**src/rtl/accum_sched_pkg.sv**
```systemverilog
// Shared types and helpers for the accum_sched round-robin accumulator scheduler.
package accum_sched_pkg;

  // Upper bound on requester count handled by the round-robin helper.
  localparam int unsigned MaxReq = 32;

  typedef enum logic [1:0] {
    StIdle,
    StRun,
    StDone
  } state_e;

  // First requesting index at or after ptr, wrapping modulo num; returns ptr if none request.
  function automatic int unsigned rr_next(input logic [MaxReq-1:0] req,
                                          input int unsigned       ptr,
                                          input int unsigned       num);
    int unsigned idx;
    logic        found;
    rr_next = ptr;
    found   = 1'b0;
    for (int unsigned i = 0; i < MaxReq; i++) begin
      if (i < num) begin
        idx = (ptr + i) % num;
        if (!found && req[idx[4:0]]) begin
          rr_next = idx;
          found   = 1'b1;
        end
      end
    end
  endfunction

endpackage

```
**src/rtl/accum_sched_core.sv**
```systemverilog
// Shared W-bit accumulator: synchronous clear beats enable; exposes the add carry-out.
module accum_core #(
  parameter int unsigned W = 8
) (
  input  logic         Clk,
  input  logic         Resetn,
  input  logic         Clr,
  input  logic         En,
  input  logic [W-1:0] Din,
  output logic [W-1:0] Q,
  output logic         Carry
);

  logic [W:0] sum;

  // Widened add so the carry-out is visible for overflow tracking.
  always_comb begin
    sum   = {1'b0, Q} + {1'b0, Din};
    Carry = sum[W];
  end

  // Accumulator register; wrap-around is modulo 2^W.
  always_ff @(posedge Clk or negedge Resetn) begin
    if (!Resetn) begin
      Q <= '0;
    end else if (Clr) begin
      Q <= '0;
    end else if (En) begin
      Q <= sum[W-1:0];
    end
  end

endmodule

```
**src/rtl/accum_sched.sv**
```systemverilog
// Round-robin scheduler sharing one accumulator among R requesters.
// Optional sticky overflow output enabled by defining ACCUM_SCHED_OVF_EN.
module accum_sched
  import accum_sched_pkg::*;
#(
  parameter int unsigned n = 4,
  parameter int unsigned R = 4,
  parameter int unsigned W = 8
) (
  input  logic                 Clk,
  input  logic                 Resetn,
  input  logic [R-1:0]         Req,
  input  logic [R-1:0]         Valid,
  input  logic [R-1:0]         Last,
  input  logic [R*n-1:0]       Data,
  output logic [R-1:0]         Ready,
  output logic [R-1:0]         Gnt,
  output logic                 Busy,
  output logic [W-1:0]         Result,
  output logic                 ResultValid,
  output logic [$clog2(R)-1:0] ResultId,
`ifdef ACCUM_SCHED_OVF_EN
  output logic                 ResultOvf,
`endif
  input  logic                 ResultReady
);

  localparam int unsigned IdW = $clog2(R);
  localparam logic [R-1:0] OneHot0 = R'(1);

  state_e         state_q;
  logic [R-1:0]   gnt_q;
  logic [IdW-1:0] gidx_q;
  logic [IdW-1:0] ptr_q;

  int unsigned    pick;
  logic [IdW-1:0] pick_idx;
  logic [IdW-1:0] ptr_nxt;
  logic           acc_clr;
  logic           xfer;
  logic [n-1:0]   sel_data;
  logic [W-1:0]   acc_q;
  logic           carry;

  // Arbitration, granted-sample mux and transfer decode.
  always_comb begin
    pick     = rr_next(MaxReq'(Req), 32'(ptr_q), R);
    pick_idx = IdW'(pick);
    ptr_nxt  = IdW'((pick + 1) % R);
    acc_clr  = (state_q == StIdle) && (|Req);
    xfer     = (state_q == StRun) && Valid[gidx_q];
    sel_data = '0;
    for (int i = 0; i < int'(R); i++) begin
      if (gidx_q == IdW'(i)) sel_data = Data[i*n +: n];
    end
  end

  accum_core #(
    .W (W)
  ) u_core (
    .Clk    (Clk),
    .Resetn (Resetn),
    .Clr    (acc_clr),
    .En     (xfer),
    .Din    (W'(sel_data)),
    .Q      (acc_q),
    .Carry  (carry)
  );

  // Session FSM: grant in IDLE, stream in RUN, hold result in DONE until accepted.
  always_ff @(posedge Clk or negedge Resetn) begin
    if (!Resetn) begin
      state_q <= StIdle;
      gnt_q   <= '0;
      gidx_q  <= '0;
      ptr_q   <= '0;
    end else begin
      unique case (state_q)
        StIdle: begin
          if (|Req) begin
            state_q <= StRun;
            gidx_q  <= pick_idx;
            gnt_q   <= OneHot0 << pick_idx;
            ptr_q   <= ptr_nxt;
          end
        end
        StRun: begin
          if (xfer && Last[gidx_q]) state_q <= StDone;
        end
        StDone: begin
          if (ResultReady) begin
            state_q <= StIdle;
            gnt_q   <= '0;
          end
        end
        default: state_q <= StIdle;
      endcase
    end
  end

`ifdef ACCUM_SCHED_OVF_EN
  logic ovf_q;

  // Sticky overflow: cleared at session start, set on any carry-out during RUN.
  always_ff @(posedge Clk or negedge Resetn) begin
    if (!Resetn) begin
      ovf_q <= 1'b0;
    end else if (acc_clr) begin
      ovf_q <= 1'b0;
    end else if (xfer && carry) begin
      ovf_q <= 1'b1;
    end
  end

  assign ResultOvf = ovf_q;
`else
  logic unused_carry;
  assign unused_carry = carry;
`endif

  // Outputs decoded from registered state.
  always_comb begin
    Ready       = (state_q == StRun) ? gnt_q : '0;
    Gnt         = gnt_q;
    Busy        = (state_q != StIdle);
    ResultValid = (state_q == StDone);
    Result      = acc_q;
    ResultId    = gidx_q;
  end

endmodule
```
**config.mk**
```make
export PLATFORM = sky130hd
export DESIGN_NAME = accum_sched
export DESIGN_NICKNAME = d
export VERILOG_FILES = /design/src/rtl/accum_sched_pkg.sv /design/src/rtl/accum_sched_core.sv /design/src/rtl/accum_sched.sv
export SDC_FILE = /design/constraint.sdc
export NUM_CORES = 1
export LEC_CHECK = 0
export BUFFER_PORTS_ARGS = -buffer_cell sky130_fd_sc_hd__buf_2
export CORE_ASPECT_RATIO = 1.4
export CORE_MARGIN = 1.5
export CORE_UTILIZATION = 43
export CTS_CLUSTER_SIZE = 14
export DETAILED_ROUTE_END_ITERATION = 8
export PLACE_DENSITY_LB_ADDON = 0.05
export SYNTH_ARGS = -nofsm -noshare
export SYNTH_HDL_FRONTEND = slang
export SYNTH_SLANG_ARGS = --single-unit
```
**constraint.sdc**
```tcl
create_clock -name Clk -period 2 [get_ports Clk]
set_input_delay 0.6 -clock Clk [delete_from_list [all_inputs] [get_ports Clk]]
set_output_delay 0.6 -clock Clk [all_outputs]
set_load 0.1 [all_outputs]
```
### Word-level counts from Yosys, hierarchy flattened

Cells that the tools add are included.

* register bits after elaboration: 18
* input port bits: 31
* output and inout port bits: 20
* logic and storage cells: 74

* $add $sub $neg: 5
* magnitude comparators: 5
* eq/ne operators: 8
* shift-type cells: 1
* muxes and demuxes: 32
* reduce and logical (&&, ||, !) cells: 18

Operators by type and width (count)
* $mux W4: 7
* $lt A2 B6 Y1 const B: 4
* $mux W8: 2
* $bmux W1 S2: 6
* $mux W2: 6
* $mux W1: 9
* $add A8 B4 Y8: 1
* $pmux W4 S2: 1
* $eq A2 B2 Y1 const B: 3
* $logic_and A1 B1 Y1: 6
* $ne A2 B1 Y1 const B: 3
* $pmux W2 S3: 1
* $reduce_and A3 Y1: 2
* $reduce_bool A2 Y1: 3
* $add A2 B1 Y2 const B: 2
* $add A2 B2 Y2 const B: 2
* $eq A2 B1 Y1 const B: 2
* $logic_not A2 Y1: 2
* $reduce_or A4 Y1: 1
* $shl A1 B2 Y4 const A: 1
* $logic_not A1 Y1: 3
* $lt A2 B3 Y1 const B: 1
* $reduce_and A2 Y1: 1

### Logic depth before layout (Yosys ltp)

* depth after elaboration: 15
* depth in mapped cells: 10
* mapped depth without buffers: 9

### By module

A second synthesis with hierarchy kept.

* cell total of the unflattened synthesis: 154
* area, all modules: 1458.9 um^2

By module, submodules not included
* accum_sched: instances 1, cells an instance 77, area each 763.2 um^2
* accum_core: instances 1, cells an instance 77, area each 695.7 um^2

### Worst setup path after synthesis

OpenSTA, ideal clock, no wires.

* path type: register to register
* from: reg gidx_q[0] (netlist: ResultId[0])
* to: reg u_core.Q[7]
* arrival time: 2.842 ns
* required time: 1.907 ns
* setup slack: -0.935 ns
* stages on the path, launching flop included: 9
* path buffers: 1
* cell sequence: dfrtp_1 > buf_6 > mux4_1 > ha_1 > a211oi_1 > nor2_1 > o2111a_2 > nand3_1 > mux2i_1

* word-level cells in the longest chain between the ends: 8

Ends and longest elaborated chain
* start, declared: RTL line accum_sched.sv:33 `logic [IdW-1:0] gidx_q;`
* start signal, assigned: RTL line accum_sched.sv:82 `gidx_q <= pick_idx;`
* $logic_not A2 Y1: RTL line accum_sched.sv:54 `if (gidx_q == IdW'(i)) sel_data = Data[i*n +: n];`
* $mux W4 (4 in series): RTL line accum_sched.sv:54
* $add A8 B4 Y8: RTL line accum_sched_core.sv:18 `sum = {1'b0, Q} + {1'b0, Din};`
* $mux W8: RTL line accum_sched_core.sv:28 `end else if (En) begin`
* $mux W8: RTL line accum_sched_core.sv:26 `end else if (Clr) begin`
* end signal, assigned: RTL line accum_sched_core.sv:29 `Q <= sum[W-1:0];`
* end, declared: RTL line accum_sched_core.sv:10 `output logic [W-1:0] Q,`

Several ways; a longest one is shown, not always the timed one. The select of a mux whose other input is x is not followed.
A chain may end at the register's enable or synchronous reset.

### Worst setup path after layout

* from: reg gidx_q[0] (netlist: ResultId[0])
* to: reg u_core.Q[6]

Same word-level chain as after synthesis.

==> results by group <==
Outcome
  – Status: complete, but fails checks
  – Failing checks: negative setup slack

Placed design
  – Post-DP HPWL: 2619 um
  – Port Buffers: 50
  – Place WS: -0.3527 ns
  – Cells after DPL: between 200 and 250
  – RePlAce Congestion: between 0.7 and 0.8

Synthesis
  – Post-Synth XOR/XNOR Area: 1.369%
  – Adder-cell share of the synthesized area: 10.36%
  – Largest family of logic cells by synthesized area: simple AND/OR/NAND/NOR gates
  – Avg Inst Size Synth: between 9 and 10 um2
  – #FFs+latches synth: 18
  – Mapped Cells: approximately 130
  – Synth Cell Area: 1280 um2
  – Compound-Gate Fraction of Synth Area: about an eighth
  – Mux contribution to synthesized area: a little over an eighth
  – Sequential area share after synthesis: a little over a third
  – Post-Syn Nets: approximately 180
  – Synth warn: 0
  – Synth Area in Simple Gates: around 22%
  – Netlist cell types: 36

Die
  – FP Rows: 23
  – Num ports: 51
  – Chip height: 67.56 um
  – Die ar.: approximately 3300 um2
  – Core area: ~2800 um2
  – Die Width: between 40 and 50 um
  – Initial Util: 44.93%

Final layout
  – Layout cell share with drive strength beyond 1: between 50% and 60%
  – Area Overhead vs Synth: 38.03%
  – Final Non-Filler Cells: ~230
  – Core Util, Final: between 60% and 70%
  – Reg area: 462.9 um2
  – Fillers: 255
  – NumNets Final: roughly 230
  – Multi-input gate area: 817.0 um2
  – Diodes inserted: 0

Critical path
  – Worst path cell trace: mux4_2 > ha_4 > inv_2 > fa_2 > nor2b_4 > o21ai_2 > a21oi_2 > nand3_1 > mux2i_1
  – Critical Path RT: 2.13 ns
  – Crit start category: register
  – Slowest cell on crit path: dfrtp_4
  – Reg2Reg Depth: 9
  – CP endpoint kind: register
  – Largest stage delay, worst path: approximately 0.53 ns
  – Setup CP Type: reg -> reg
  – Worst Path Arrival: approximately 2.3 ns
  – CP max FO: 5

Clocking
  – Hold Buf Count CTS: 0
  – Root Driver: clkbuf_8
  – Clk slew on worst S/H paths: roughly 0.070 ns
  – CTS Buf Count: 3
  – Insertion delay of the later-clocked pin in the worst-skew pair: between 0.2 and 0.3 ns
  – H-tree lvl count: 1
  – Clock Path Buffers: 2
  – TritonCTS clock tree: yes
  – Sinks on Clock Net: 18

STA
  – Skew final: roughly 0.0019 ns
  – Slew Limit Headroom: about two thirds
  – RSZ-0062 raised after global routing: true
  – Tmin final: 2.148 ns
  – Final setup vio count: 5
  – Fmax: 465.5 MHz
  – Slew @ Worst Pin: ~0.48 ns
  – Final worst slack: -0.1481 ns
  – Period utilization: 107.4%
  – Final Hold Fails: 0
  – Fin. max-slew vios: 0

Drt
  – Vias: around 1200
  – Post-DR wirelength/cell: roughly 14 um
  – Vias per cell: 5.212
  – Final wirelength: around 3300 um
  – DR pass1 iterations: 4
  – Routed Antenna Nets: 0
  – First DRT Iteration DRCs: 26
  – DRC: 0

Global routing
  – Gr ovfl total: 0
  – Gr usage total: 20.82%
  – First-pass GRT wire length: approximately 5300 um
  – Largest net degree at the start of global routing: 19
  – Via count of the first global-routing pass: 1246
  – Initial antenna violation count: 0

Pwr
  – Cell area power density: ~1800 nW/um2
  – Tot Pwr: around 3100 uW
  – Pleak: around 0.00087 uW
  – Maximum VDD drop: 1.168 mV

Worst hold path
  – Hold crit path type: in -> async

Job
  – Max cap viols: 0
through the flow:
step / area [um2] / hold WS (ns) / TNS (ns)
detailed placement: 1667 / 0.4802 / -1.785
global placement: 1667 / 0.4796 / -1.682
global route: 1767 / 0.3071 / -1.320
finish: 1767 / 0.2822 / -0.5610
floorplan: 1321 / 0.3044 / -2.404
CTS: 1748 / 0.2870 / -0.7992
worst max-delay path, delay by kind of cell (launching register included):
family,cells,cell delay (ns)
compound gates,2,0.22
fa+ha+maj,2,0.50
mux,2,0.50
buf+inv,1,0.04
simple gates,2,0.24
flops,1,0.53
what timing repair did:
| item | 4_1_cts | 5_1_grt |
|---|---|---|
| setup endpoints to repair | 6 | 7 |
| setup buffers | 1 | 0 |
| hold endpoints to repair | 0 | 0 |
| gates resized for setup | 3 | 8 |
| pin swaps | 6 | 5 |
Yosys cell counts:
cell type | number | area (um2)
nor2_1 | 12 | 45.04
dfrtp_1 | 18 | 450.4
nor4_1 | 1 | 6.260
o22ai_1 | 1 | 6.260
clkbuf_1 | 1 | 3.750
nor2b_1 | 6 | 37.54
buf_6 | 1 | 11.26
mux4_1 | 4 | 105.1
nor3_1 | 2 | 10.01
xnor2_1 | 2 | 17.52
buf_4 | 1 | 7.510
o2111a_2 | 1 | 12.51
inv_1 | 8 | 30.03
ha_1 | 9 | 112.6
o21ai_0 | 8 | 40.04
and2b_2 | 1 | 8.760
o211ai_1 | 2 | 15.01
nand2_4 | 1 | 11.26
fa_1 | 1 | 20.02
a21o_2 | 1 | 8.760
o2bb2ai_1 | 1 | 8.760
mux4_2 | 1 | 22.52
nand3_1 | 8 | 40.04
mux2i_1 | 3 | 30.03
nand2_1 | 21 | 78.83
a21oi_2 | 1 | 8.760
mux2_2 | 1 | 11.26
a211oi_1 | 2 | 15.01
or3_1 | 1 | 6.260
a21oi_1 | 4 | 20.02
a21o_1 | 1 | 7.510
bufbuf_8 | 1 | 18.77
or2_2 | 2 | 12.51
clkbuf_4 | 1 | 7.510
and2_1 | 4 | 25.02
o21a_1 | 1 | 7.510
report_power, final:
group / internal (uW) / switching, uW / leakage, uW / total (uW)
logic: 697 / 1470 / 0.000617 / 2160
registers: 502 / 146 / 0.000226 / 648
clock network: 175 / 124 / 0.0000288 / 299
cells in the final DEF, fill, tap and decap left out, drive strengths merged, types with 6 or more instances in the layout:
master and count:
buf 56, nand2 22, dfrtp 18, nor2 12
ha 9, inv 8, nand3 8, o21ai 8
nor2b 6
logic make-up after synthesis:
kind of cell / after synthesis
XOR/XNOR: 2
flip-flops: 18
AND/OR/NAND/NOR: 59
buffers and inverters: 13
AO/OA/AOI/OAI: 23
adder cells (fa/ha/maj): 10
multiplexers: 9
registers in the layout (all words and copies together) (netlist names):
name / count
ptr_q: 2
Gnt: 4
state_q: 2
u_core.Q: 8
ResultId: 2
area by class of cell:
class,count,share of cell area [%]
Multi-Input combinational cell,103,46.25
Clock buffer,4,3.116
Sequential cell,18,26.20
Timing Repair Buffer,56,20.11
Inverter,8,1.700
Tap cell,37,2.620
layer usage:
metal / GRT usage (%) / part of all wire, % / up-vias
met5: 0 / 0 / -
met4: 6.071 / 0.61 / 0
met3: 2.212 / 2.9 / 2
met2: 43.92 / 58 / 29
met1: 20.99 / 38 / 578
li1: - / - / 569
worst paths after layout:
kind	from	end	slack (ns)
setup / recovery	ResultId[0]$_DFFE_PN0P_	u_core.Q[6]$_DFFE_PN0P_	-0.15
hold reg to reg	u_core.Q[7]$_DFFE_PN0P_	u_core.Q[7]$_DFFE_PN0P_	0.49
setup reg to reg	ResultId[0]$_DFFE_PN0P_	u_core.Q[6]$_DFFE_PN0P_	-0.15
max in group asynchronous	Resetn	ResultId[1]$_DFFE_PN0P_	1.37
min in group Clk	u_core.Q[7]$_DFFE_PN0P_	u_core.Q[7]$_DFFE_PN0P_	0.49
hold / removal	Resetn	u_core.Q[1]$_DFFE_PN0P_	0.28
(Power assumes the default switching activity.)
